## src/rtl/rfdc_phase_gen_pkg.sv

```systemverilog
// rfdc_phase_gen_pkg: shared widths, parameter-set struct and lane slicing helper for the RFDC phase generator
package rfdc_phase_gen_pkg;

    localparam int LANES       = 16;
    localparam int LG          = $clog2(LANES);
    localparam int FTW_W       = 40;
    localparam int PHASE_OUT_W = 16;
    localparam int AMP_W       = 14;
    localparam int PARAM_W     = 2 * FTW_W + 2 * AMP_W;

    typedef logic [FTW_W-1:0] ftw_t;
    typedef logic [AMP_W-1:0] amp_t;

    // freq sits in the LSBs of the stream word, offset in the MSBs
    typedef struct packed {
        amp_t offset;
        amp_t amp;
        ftw_t phase;
        ftw_t freq;
    } dds_param_t;

    // DDS takes the top bits of each lane phase, truncated
    function automatic logic [PHASE_OUT_W-1:0] phase_msbs(input ftw_t p);
        return p[FTW_W-1 -: PHASE_OUT_W];
    endfunction

endpackage

```

## src/rtl/rfdc_phase_gen_if.sv

```systemverilog
// rfdc_phase_gen_if: parameter update stream in, per-lane phase words plus aligned amp/offset out
interface rfdc_phase_gen_if;
    import rfdc_phase_gen_pkg::*;

    logic [PARAM_W-1:0]           s_axis_param_tdata;
    logic                         s_axis_param_tuser;
    logic                         s_axis_param_tvalid;
    logic                         s_axis_param_tready;
    logic [LANES*PHASE_OUT_W-1:0] m_axis_phase_tdata;
    logic                         m_axis_phase_tvalid;
    amp_t                         amp_out;
    amp_t                         offset_out;

    modport master (
        output s_axis_param_tdata, s_axis_param_tuser, s_axis_param_tvalid,
        input  s_axis_param_tready, m_axis_phase_tdata, m_axis_phase_tvalid, amp_out, offset_out
    );

    modport slave (
        input  s_axis_param_tdata, s_axis_param_tuser, s_axis_param_tvalid,
        output s_axis_param_tready, m_axis_phase_tdata, m_axis_phase_tvalid, amp_out, offset_out
    );

endinterface

```

## src/rtl/rfdc_phase_gen_lane_mult.sv

```systemverilog
// rfdc_phase_gen_lane_mult: registered per-lane offsets i*freq (mod 2^FTW_W), reloaded only on a parameter change
module rfdc_phase_gen_lane_mult
    import rfdc_phase_gen_pkg::*;
(
    input  logic                   clk,
    input  logic                   rst_n,
    input  logic                   load,
    input  ftw_t                   freq,
    output ftw_t [LANES-1:0]       mult
);

    ftw_t [LANES-1:0] mult_q, mult_d;
    ftw_t             prod;

    // shift-add of freq for each lane index; held between loads so it stays off the per-cycle path
    always_comb begin
        prod   = '0;
        mult_d = mult_q;
        for (int i = 0; i < LANES; i++) begin
            prod = '0;
            for (int b = 0; b < LG; b++) begin
                prod = i[b] ? prod + (freq << b) : prod;
            end
            mult_d[i] = load ? prod : mult_q[i];
        end
    end

    // lane offset registers
    always_ff @(posedge clk or negedge rst_n) begin
        if (!rst_n) begin
            mult_q <= '0;
        end else begin
            mult_q <= mult_d;
        end
    end

    assign mult = mult_q;

endmodule

```

## src/rtl/rfdc_phase_gen.sv

```systemverilog
// rfdc_phase_gen: 16-lane phase accumulator feeding the RFDC DDS, with handshaked parameter updates
module rfdc_phase_gen
    import rfdc_phase_gen_pkg::*;
(
    input  logic               CLK100MHz,
    input  logic               resetn,
    input  logic               en,
    rfdc_phase_gen_if.slave    bus
);

    dds_param_t       shadow_q, shadow_d;
    dds_param_t       active_q, active_d;
    logic             clr_q, clr_d;
    logic             pending_q, pending_d;
    logic             configured_q, configured_d;
    logic             load_q, load_d;
    ftw_t             acc_q, acc_d;
    ftw_t             base_q, base_d;
    amp_t             amp1_q, amp1_d, off1_q, off1_d;
    amp_t             amp2_q, amp2_d, off2_q, off2_d;
    logic             v1_q, v1_d, v2_q, v2_d;
    ftw_t             lane_q [LANES];
    ftw_t             lane_d [LANES];
    ftw_t [LANES-1:0] mult;
    logic             accept;
    logic             v0;

    // lane offsets reload one cycle after apply so they meet the first base built from the new set
    rfdc_phase_gen_lane_mult u_mult (
        .clk   (CLK100MHz),
        .rst_n (resetn),
        .load  (load_q),
        .freq  (active_q.freq),
        .mult  (mult)
    );

    // handshake, shadow/active parameter sets and accumulator
    always_comb begin
        accept       = bus.s_axis_param_tvalid & ~pending_q;
        shadow_d     = accept ? dds_param_t'(bus.s_axis_param_tdata) : shadow_q;
        clr_d        = accept ? bus.s_axis_param_tuser : clr_q;
        pending_d    = accept;
        active_d     = pending_q ? shadow_q : active_q;
        configured_d = configured_q | pending_q;
        load_d       = pending_q;
        acc_d        = (pending_q & clr_q) ? '0 :
                       en                  ? acc_q + (active_q.freq << LG) : acc_q;
    end

    // two-stage pipeline: base phase, then per-lane phase; amp/offset/valid ride alongside
    always_comb begin
        v0     = en & configured_q;
        v1_d   = v0;
        v2_d   = v1_q;
        base_d = acc_q + active_q.phase;
        amp1_d = active_q.amp;
        off1_d = active_q.offset;
        amp2_d = amp1_q;
        off2_d = off1_q;
        for (int i = 0; i < LANES; i++) begin
            lane_d[i] = base_q + mult[i];
        end
    end

    // state registers
    always_ff @(posedge CLK100MHz or negedge resetn) begin
        if (!resetn) begin
            shadow_q     <= '0;
            active_q     <= '0;
            clr_q        <= 1'b0;
            pending_q    <= 1'b0;
            configured_q <= 1'b0;
            load_q       <= 1'b0;
            acc_q        <= '0;
            base_q       <= '0;
            amp1_q       <= '0;
            off1_q       <= '0;
            amp2_q       <= '0;
            off2_q       <= '0;
            v1_q         <= 1'b0;
            v2_q         <= 1'b0;
            for (int i = 0; i < LANES; i++) begin
                lane_q[i] <= '0;
            end
        end else begin
            shadow_q     <= shadow_d;
            active_q     <= active_d;
            clr_q        <= clr_d;
            pending_q    <= pending_d;
            configured_q <= configured_d;
            load_q       <= load_d;
            acc_q        <= acc_d;
            base_q       <= base_d;
            amp1_q       <= amp1_d;
            off1_q       <= off1_d;
            amp2_q       <= amp2_d;
            off2_q       <= off2_d;
            v1_q         <= v1_d;
            v2_q         <= v2_d;
            for (int i = 0; i < LANES; i++) begin
                lane_q[i] <= lane_d[i];
            end
        end
    end

    // pack the lane phase MSBs onto the output bus
    always_comb begin
        bus.m_axis_phase_tdata = '0;
        for (int i = 0; i < LANES; i++) begin
            bus.m_axis_phase_tdata[i*PHASE_OUT_W +: PHASE_OUT_W] = phase_msbs(lane_q[i]);
        end
    end

    assign bus.s_axis_param_tready = ~pending_q;
    assign bus.m_axis_phase_tvalid = v2_q;
    assign bus.amp_out             = amp2_q;
    assign bus.offset_out          = off2_q;

endmodule

```

## src/flat_wrapper.sv

```systemverilog
// flat-port wrapper written by rule: the top's interface ports become plain ports
module rfdc_phase_gen_flat import rfdc_phase_gen_pkg::*;
  (CLK100MHz, resetn, en, bus_s_axis_param_tdata, bus_s_axis_param_tuser, bus_s_axis_param_tvalid, bus_s_axis_param_tready, bus_m_axis_phase_tdata, bus_m_axis_phase_tvalid, bus_amp_out, bus_offset_out);
  rfdc_phase_gen_if bus_i ();
  input  logic CLK100MHz;
  input  logic resetn;
  input  logic en;
  input wire logic [$bits(bus_i.s_axis_param_tdata)-1:0] bus_s_axis_param_tdata;
  input wire logic [$bits(bus_i.s_axis_param_tuser)-1:0] bus_s_axis_param_tuser;
  input wire logic [$bits(bus_i.s_axis_param_tvalid)-1:0] bus_s_axis_param_tvalid;
  output wire logic [$bits(bus_i.s_axis_param_tready)-1:0] bus_s_axis_param_tready;
  output wire logic [$bits(bus_i.m_axis_phase_tdata)-1:0] bus_m_axis_phase_tdata;
  output wire logic [$bits(bus_i.m_axis_phase_tvalid)-1:0] bus_m_axis_phase_tvalid;
  output wire logic [$bits(bus_i.amp_out)-1:0] bus_amp_out;
  output wire logic [$bits(bus_i.offset_out)-1:0] bus_offset_out;
  assign bus_i.s_axis_param_tdata = bus_s_axis_param_tdata;
  assign bus_i.s_axis_param_tuser = bus_s_axis_param_tuser;
  assign bus_i.s_axis_param_tvalid = bus_s_axis_param_tvalid;
  assign bus_s_axis_param_tready = bus_i.s_axis_param_tready;
  assign bus_m_axis_phase_tdata = bus_i.m_axis_phase_tdata;
  assign bus_m_axis_phase_tvalid = bus_i.m_axis_phase_tvalid;
  assign bus_amp_out = bus_i.amp_out;
  assign bus_offset_out = bus_i.offset_out;
  rfdc_phase_gen u_core (.CLK100MHz(CLK100MHz), .resetn(resetn), .en(en), .bus(bus_i));
endmodule
```

## config.mk

```make
export PLATFORM = sky130hd
export DESIGN_NAME = rfdc_phase_gen_flat
export DESIGN_NICKNAME = d
export VERILOG_FILES = /design/src/rtl/rfdc_phase_gen_pkg.sv /design/src/rtl/rfdc_phase_gen_if.sv /design/src/rtl/rfdc_phase_gen_lane_mult.sv /design/src/rtl/rfdc_phase_gen.sv /design/src/flat_wrapper.sv
export SDC_FILE = /design/constraint.sdc
export NUM_CORES = 2
export LEC_CHECK = 0
export ABC_CLOCK_PERIOD_IN_PS = 8100
export CAP_MARGIN = 20
export CORE_MARGIN = 2
export CORE_UTILIZATION = 33
export DETAILED_ROUTE_END_ITERATION = 10
export PLACE_DENSITY = 0.56
export REMOVE_ABC_BUFFERS = 1
export SLEW_MARGIN = 0
export SYNTH_ARGS = -nofsm -noshare
export SYNTH_HDL_FRONTEND = slang
export SYNTH_SLANG_ARGS = --single-unit
export TNS_END_PERCENT = 30
```

## constraint.sdc

```tcl
create_clock -name CLK100MHz -period 8.1 [get_ports CLK100MHz]
set_clock_uncertainty 0.05 [all_clocks]
set_input_delay 0.81 -clock CLK100MHz [delete_from_list [all_inputs] [get_ports CLK100MHz]]
set_output_delay 0.81 -clock CLK100MHz [all_outputs]
set_load 0.005 [all_outputs]
```

==> flow_metrics.env <==
export IMPL_cts_resized=0
export IMPL_timing_worst_setup_path_type="reg2reg"
export IMPL_postSynthAreaPerCell_um2=10.44
export IMPL_holdBufCountCts=1
export IMPL_antenna_found_initial=11
export IMPL_floorplan_die_width_um=435.5
export IMPL_detailedRoute_firstIterationViolations=2718
export IMPL_clkTransAtPathRegs_ns=0.06
export IMPL_setup_worst_path_end_class="flip-flop"
export IMPL_die_height_um=435.5
export IMPL_worst_path_max_fanout=7
export IMPL_vias_per_cell=5.368
export IMPL_outcome="finished, final reports clean"
export IMPL_timing_critical_path_slowest_cell_delay_ns=0.50
export IMPL_clk_root_buffer_cell="sky130_fd_sc_hd__clkbuf_16"
export IMPL_drive_above_1_share_pct=12.90
export IMPL_hold_slack_ns=0.2964
export IMPL_timing_rr_start="u_core.active_q[5]"
export IMPL_finalWorstPathRequiredPeriod_ns=7.410
export IMPL_cts_root_to_sink_buffers=3
export IMPL_maxCapViolations=0
export IMPL_row_count=158
export IMPL_final_hold_viol_count=0
export IMPL_fill_cells=18020
export IMPL_grt_usage_pct=19.84
export IMPL_post_synthesis_sequential_element_count=913
export IMPL_post_synthesis_cell_count=5886
export IMPL_io_pins=399
export IMPL_yosysWarnings=0
export IMPL_cts_htree_levels=3
export IMPL_maxSlewHeadroom_pct=28.24
export IMPL_critPathArrivalTime_ns=8.03
export IMPL_cts_sinks=913
export IMPL_synth_flop_cell="sky130_fd_sc_hd__dfrtp_1"
export IMPL_vias=48190
export IMPL_grt_first_pass_wirelength_um=292900
export IMPL_hold_path_startpoint="u_core.amp1_q[1]"
export IMPL_drt_pre_antenna_iters=8
export IMPL_synth_seq_area_share_pct=37.18
export IMPL_syn_to_final_growth_pct=19.05
export IMPL_grt_max_degree=177
export IMPL_min_path_type="reg2reg"
export IMPL_utilization_pct=39.49
export IMPL_synth_edf_count=0
export IMPL_place_hpwl_um=148100
export IMPL_clock_latency_ns=0.78
export IMPL_setup_worst_path_start="u_core.active_q[5]"
export IMPL_antenna_left=0
export IMPL_cts_repair_timing_setup_buffer_count=0
export IMPL_whs_path_depth=0
export IMPL_maxSlewViolCount=0
export IMPL_critPathLaunchType="flip-flop"
export IMPL_final_min_period_over_clock_period_pct=91.48
export IMPL_cts_buffers=111
export IMPL_rsz0062_at_grt="false"
export IMPL_post_synth_instance_area_um2=61450
export IMPL_worst_ep_required_time_ns=8.72
export IMPL_timing_reg2reg_worst_path_depth=33
export IMPL_tightest_slew_ns=1.049
export IMPL_post_route_drc_count=0
export IMPL_core_region_um2=185200
export IMPL_clock_fmax_mhz=135.0
export IMPL_initial_core_util_pct=33.17
export IMPL_tritoncts="built"
export IMPL_floorplan_die_area_um2=189700
export IMPL_gpl_final_weighted_congestion=0.9200
export IMPL_finish_instance_area_um2=73150
export IMPL_report_final_setup_viol=0
export IMPL_finish_net_count=7393
export IMPL_cp_common_cell="sky130_fd_sc_hd__a21oi_1"
export IMPL_port_buf_inserts=398
export IMPL_synthArstFlopShare_pct=100.0
export IMPL_crit_path_top_delay_cell="sky130_fd_sc_hd__dfrtp_1"
export IMPL_yosysUniqueCellTypes=88
export IMPL_placed_area_um2=68970
export IMPL_post_drt_wl_per_cell_um=21.27
export IMPL_via_count_of_the_first_global_routing_pass=48960
export IMPL_gr_total_overflow=0
export IMPL_postRouteWirelength_um=191000
[sequential cells by signal (all words and copies together), names as in the netlist, 14 cells and up]
name / flops
u_core.acc_q: 36
u_core.active_q: 80
u_core.amp1_d: 14
u_core.amp1_q: 14
u_core.base_q: 40
u_core.bus.amp_out: 14
u_core.bus.m_axis_phase_tdata: 256
u_core.bus.offset_out: 14
u_core.off1_d: 14
u_core.off1_q: 14
u_core.shadow_q: 108
u_core.u_mult.mult: 303
[synthesized netlist by cell type (12+ instances only)]
cell type / n / area [µm²]
sky130_fd_sc_hd__a21boi_0: 20 / 150.1
sky130_fd_sc_hd__and3_1: 62 / 387.9
sky130_fd_sc_hd__o21bai_1: 69 / 518.0
sky130_fd_sc_hd__mux2i_1: 28 / 280.3
sky130_fd_sc_hd__a21oi_1: 503 / 2517
sky130_fd_sc_hd__nand3_1: 130 / 650.6
sky130_fd_sc_hd__a31o_2: 27 / 236.5
sky130_fd_sc_hd__xor2_1: 158 / 1384
sky130_fd_sc_hd__or2_2: 19 / 118.9
sky130_fd_sc_hd__nand2b_1: 61 / 381.6
sky130_fd_sc_hd__a211o_1: 21 / 183.9
sky130_fd_sc_hd__a2111oi_0: 19 / 166.4
sky130_fd_sc_hd__o31ai_1: 26 / 195.2
sky130_fd_sc_hd__nor2b_1: 90 / 563.0
sky130_fd_sc_hd__inv_1: 137 / 514.2
sky130_fd_sc_hd__and2_1: 25 / 156.4
sky130_fd_sc_hd__mux2_2: 468 / 5270
sky130_fd_sc_hd__ha_1: 875 / 10950
sky130_fd_sc_hd__and4_1: 14 / 122.6
sky130_fd_sc_hd__o21a_1: 91 / 683.2
sky130_fd_sc_hd__o2111ai_1: 13 / 113.9
sky130_fd_sc_hd__nand2_1: 253 / 949.7
sky130_fd_sc_hd__nor3_1: 106 / 530.5
sky130_fd_sc_hd__nor4_1: 12 / 75.07
sky130_fd_sc_hd__xnor2_1: 338 / 2960
sky130_fd_sc_hd__a221oi_1: 17 / 148.9
sky130_fd_sc_hd__o211ai_1: 17 / 127.6
sky130_fd_sc_hd__dfrtp_1: 913 / 22850
sky130_fd_sc_hd__nand4_1: 48 / 300.3
sky130_fd_sc_hd__a211oi_1: 60 / 450.4
sky130_fd_sc_hd__a21o_1: 325 / 2440
sky130_fd_sc_hd__a31oi_1: 39 / 244.0
sky130_fd_sc_hd__or3_1: 15 / 93.84
sky130_fd_sc_hd__o21ai_0: 256 / 1281
sky130_fd_sc_hd__clkbuf_1: 86 / 322.8
sky130_fd_sc_hd__nor2_1: 356 / 1336
[area by class of cell]
| cell class | instances | area (µm²) | share of cell area, % |
|---|---|---|---|
| multi-input combinational | 4740 | 37730 | 51.58 |
| clock inverter | 64 | 1025 | 1.401 |
| inverter | 137 | 514.2 | 0.7030 |
| tap | 2480 | 3103 | 4.242 |
| timing repair buffer | 494 | 4776 | 6.528 |
| sequential | 913 | 22850 | 31.24 |
| antenna | 4 | 10.01 | 0.01368 |
| clock buffer | 146 | 3139 | 4.291 |
[final timing paths]
path | to | slack [ns]
worst min register to register | u_core.bus.amp_out[1] | 0.30
worst max register to register | u_core.u_mult.mult[638] | 0.69
worst min-delay path | u_core.bus.amp_out[1] | 0.30
min in group asynchronous | u_core.bus.m_axis_phase_tdata[68] | 0.57
max in group asynchronous | u_core.shadow_q[91] | 5.33
worst max-delay path | u_core.u_mult.mult[638] | 0.69
[worst max-delay path, delay by kind of cell (launching register included)]
kind / cells / cell delay (ns)
simple gates: 8 / 0.96
xor+xnor: 2 / 0.38
fa+ha+maj: 3 / 1.11
compound gates: 20 / 4.34
flops: 1 / 0.50
[routing by layer]
metal / global-route usage, % / up-vias / routed length, µm / share of wire, %
met5: 0 / - / 13 / 0.0068
met4: 5.533 / 2 / 4426 / 2.3
met3: 2.672 / 224 / 9579 / 5.0
met2: 32.44 / 1141 / 87780 / 46
met1: 27.31 / 23860 / 89200 / 47
li1: - / 22960 / - / -
[cells in the final DEF, fill, tap and decap left out, drive strengths merged, types with 39 or more instances in the layout]
cell type	count
dfrtp	913
ha	875
a21oi	505
mux2	468
clkdlybuf4s50	396
nor2	356
xnor2	339
a21o	325
o21ai	265
nand2	254
xor2	158
clkbuf	146
inv	144
nand3	130
nor3	106
buf	97
o21a	91
nor2b	90
o21bai	69
a211oi	63
and3	62
nand2b	61
nand4	48
a31oi	39
[through the flow]
stage	setup TNS (ns)	setup slack, ns	instances
after floorplan	-52.15	-2.467	5790
after global placement	0	0.7364	8761
after detailed placement	0	0.7553	8763
after CTS	0	0.7412	8974
after global routing	0	0.06696	8976
final	0	0.6901	8978
[cell families after synthesis]
kind of cell	count (synthesis)	share of synthesized area, %
AOI/OAI and AO/OA	1637	17.47
muxes	496	9.032
buffers and inverters	233	1.427
adders and majority gates	883	18.08
xor gates and xnor gates	497	7.114
and+or+nand+nor	1227	9.698
DFF	913	37.18
Power is not shown: default switching activity piles up to over one toggle a cycle in this logic, so the estimate is an artifact.
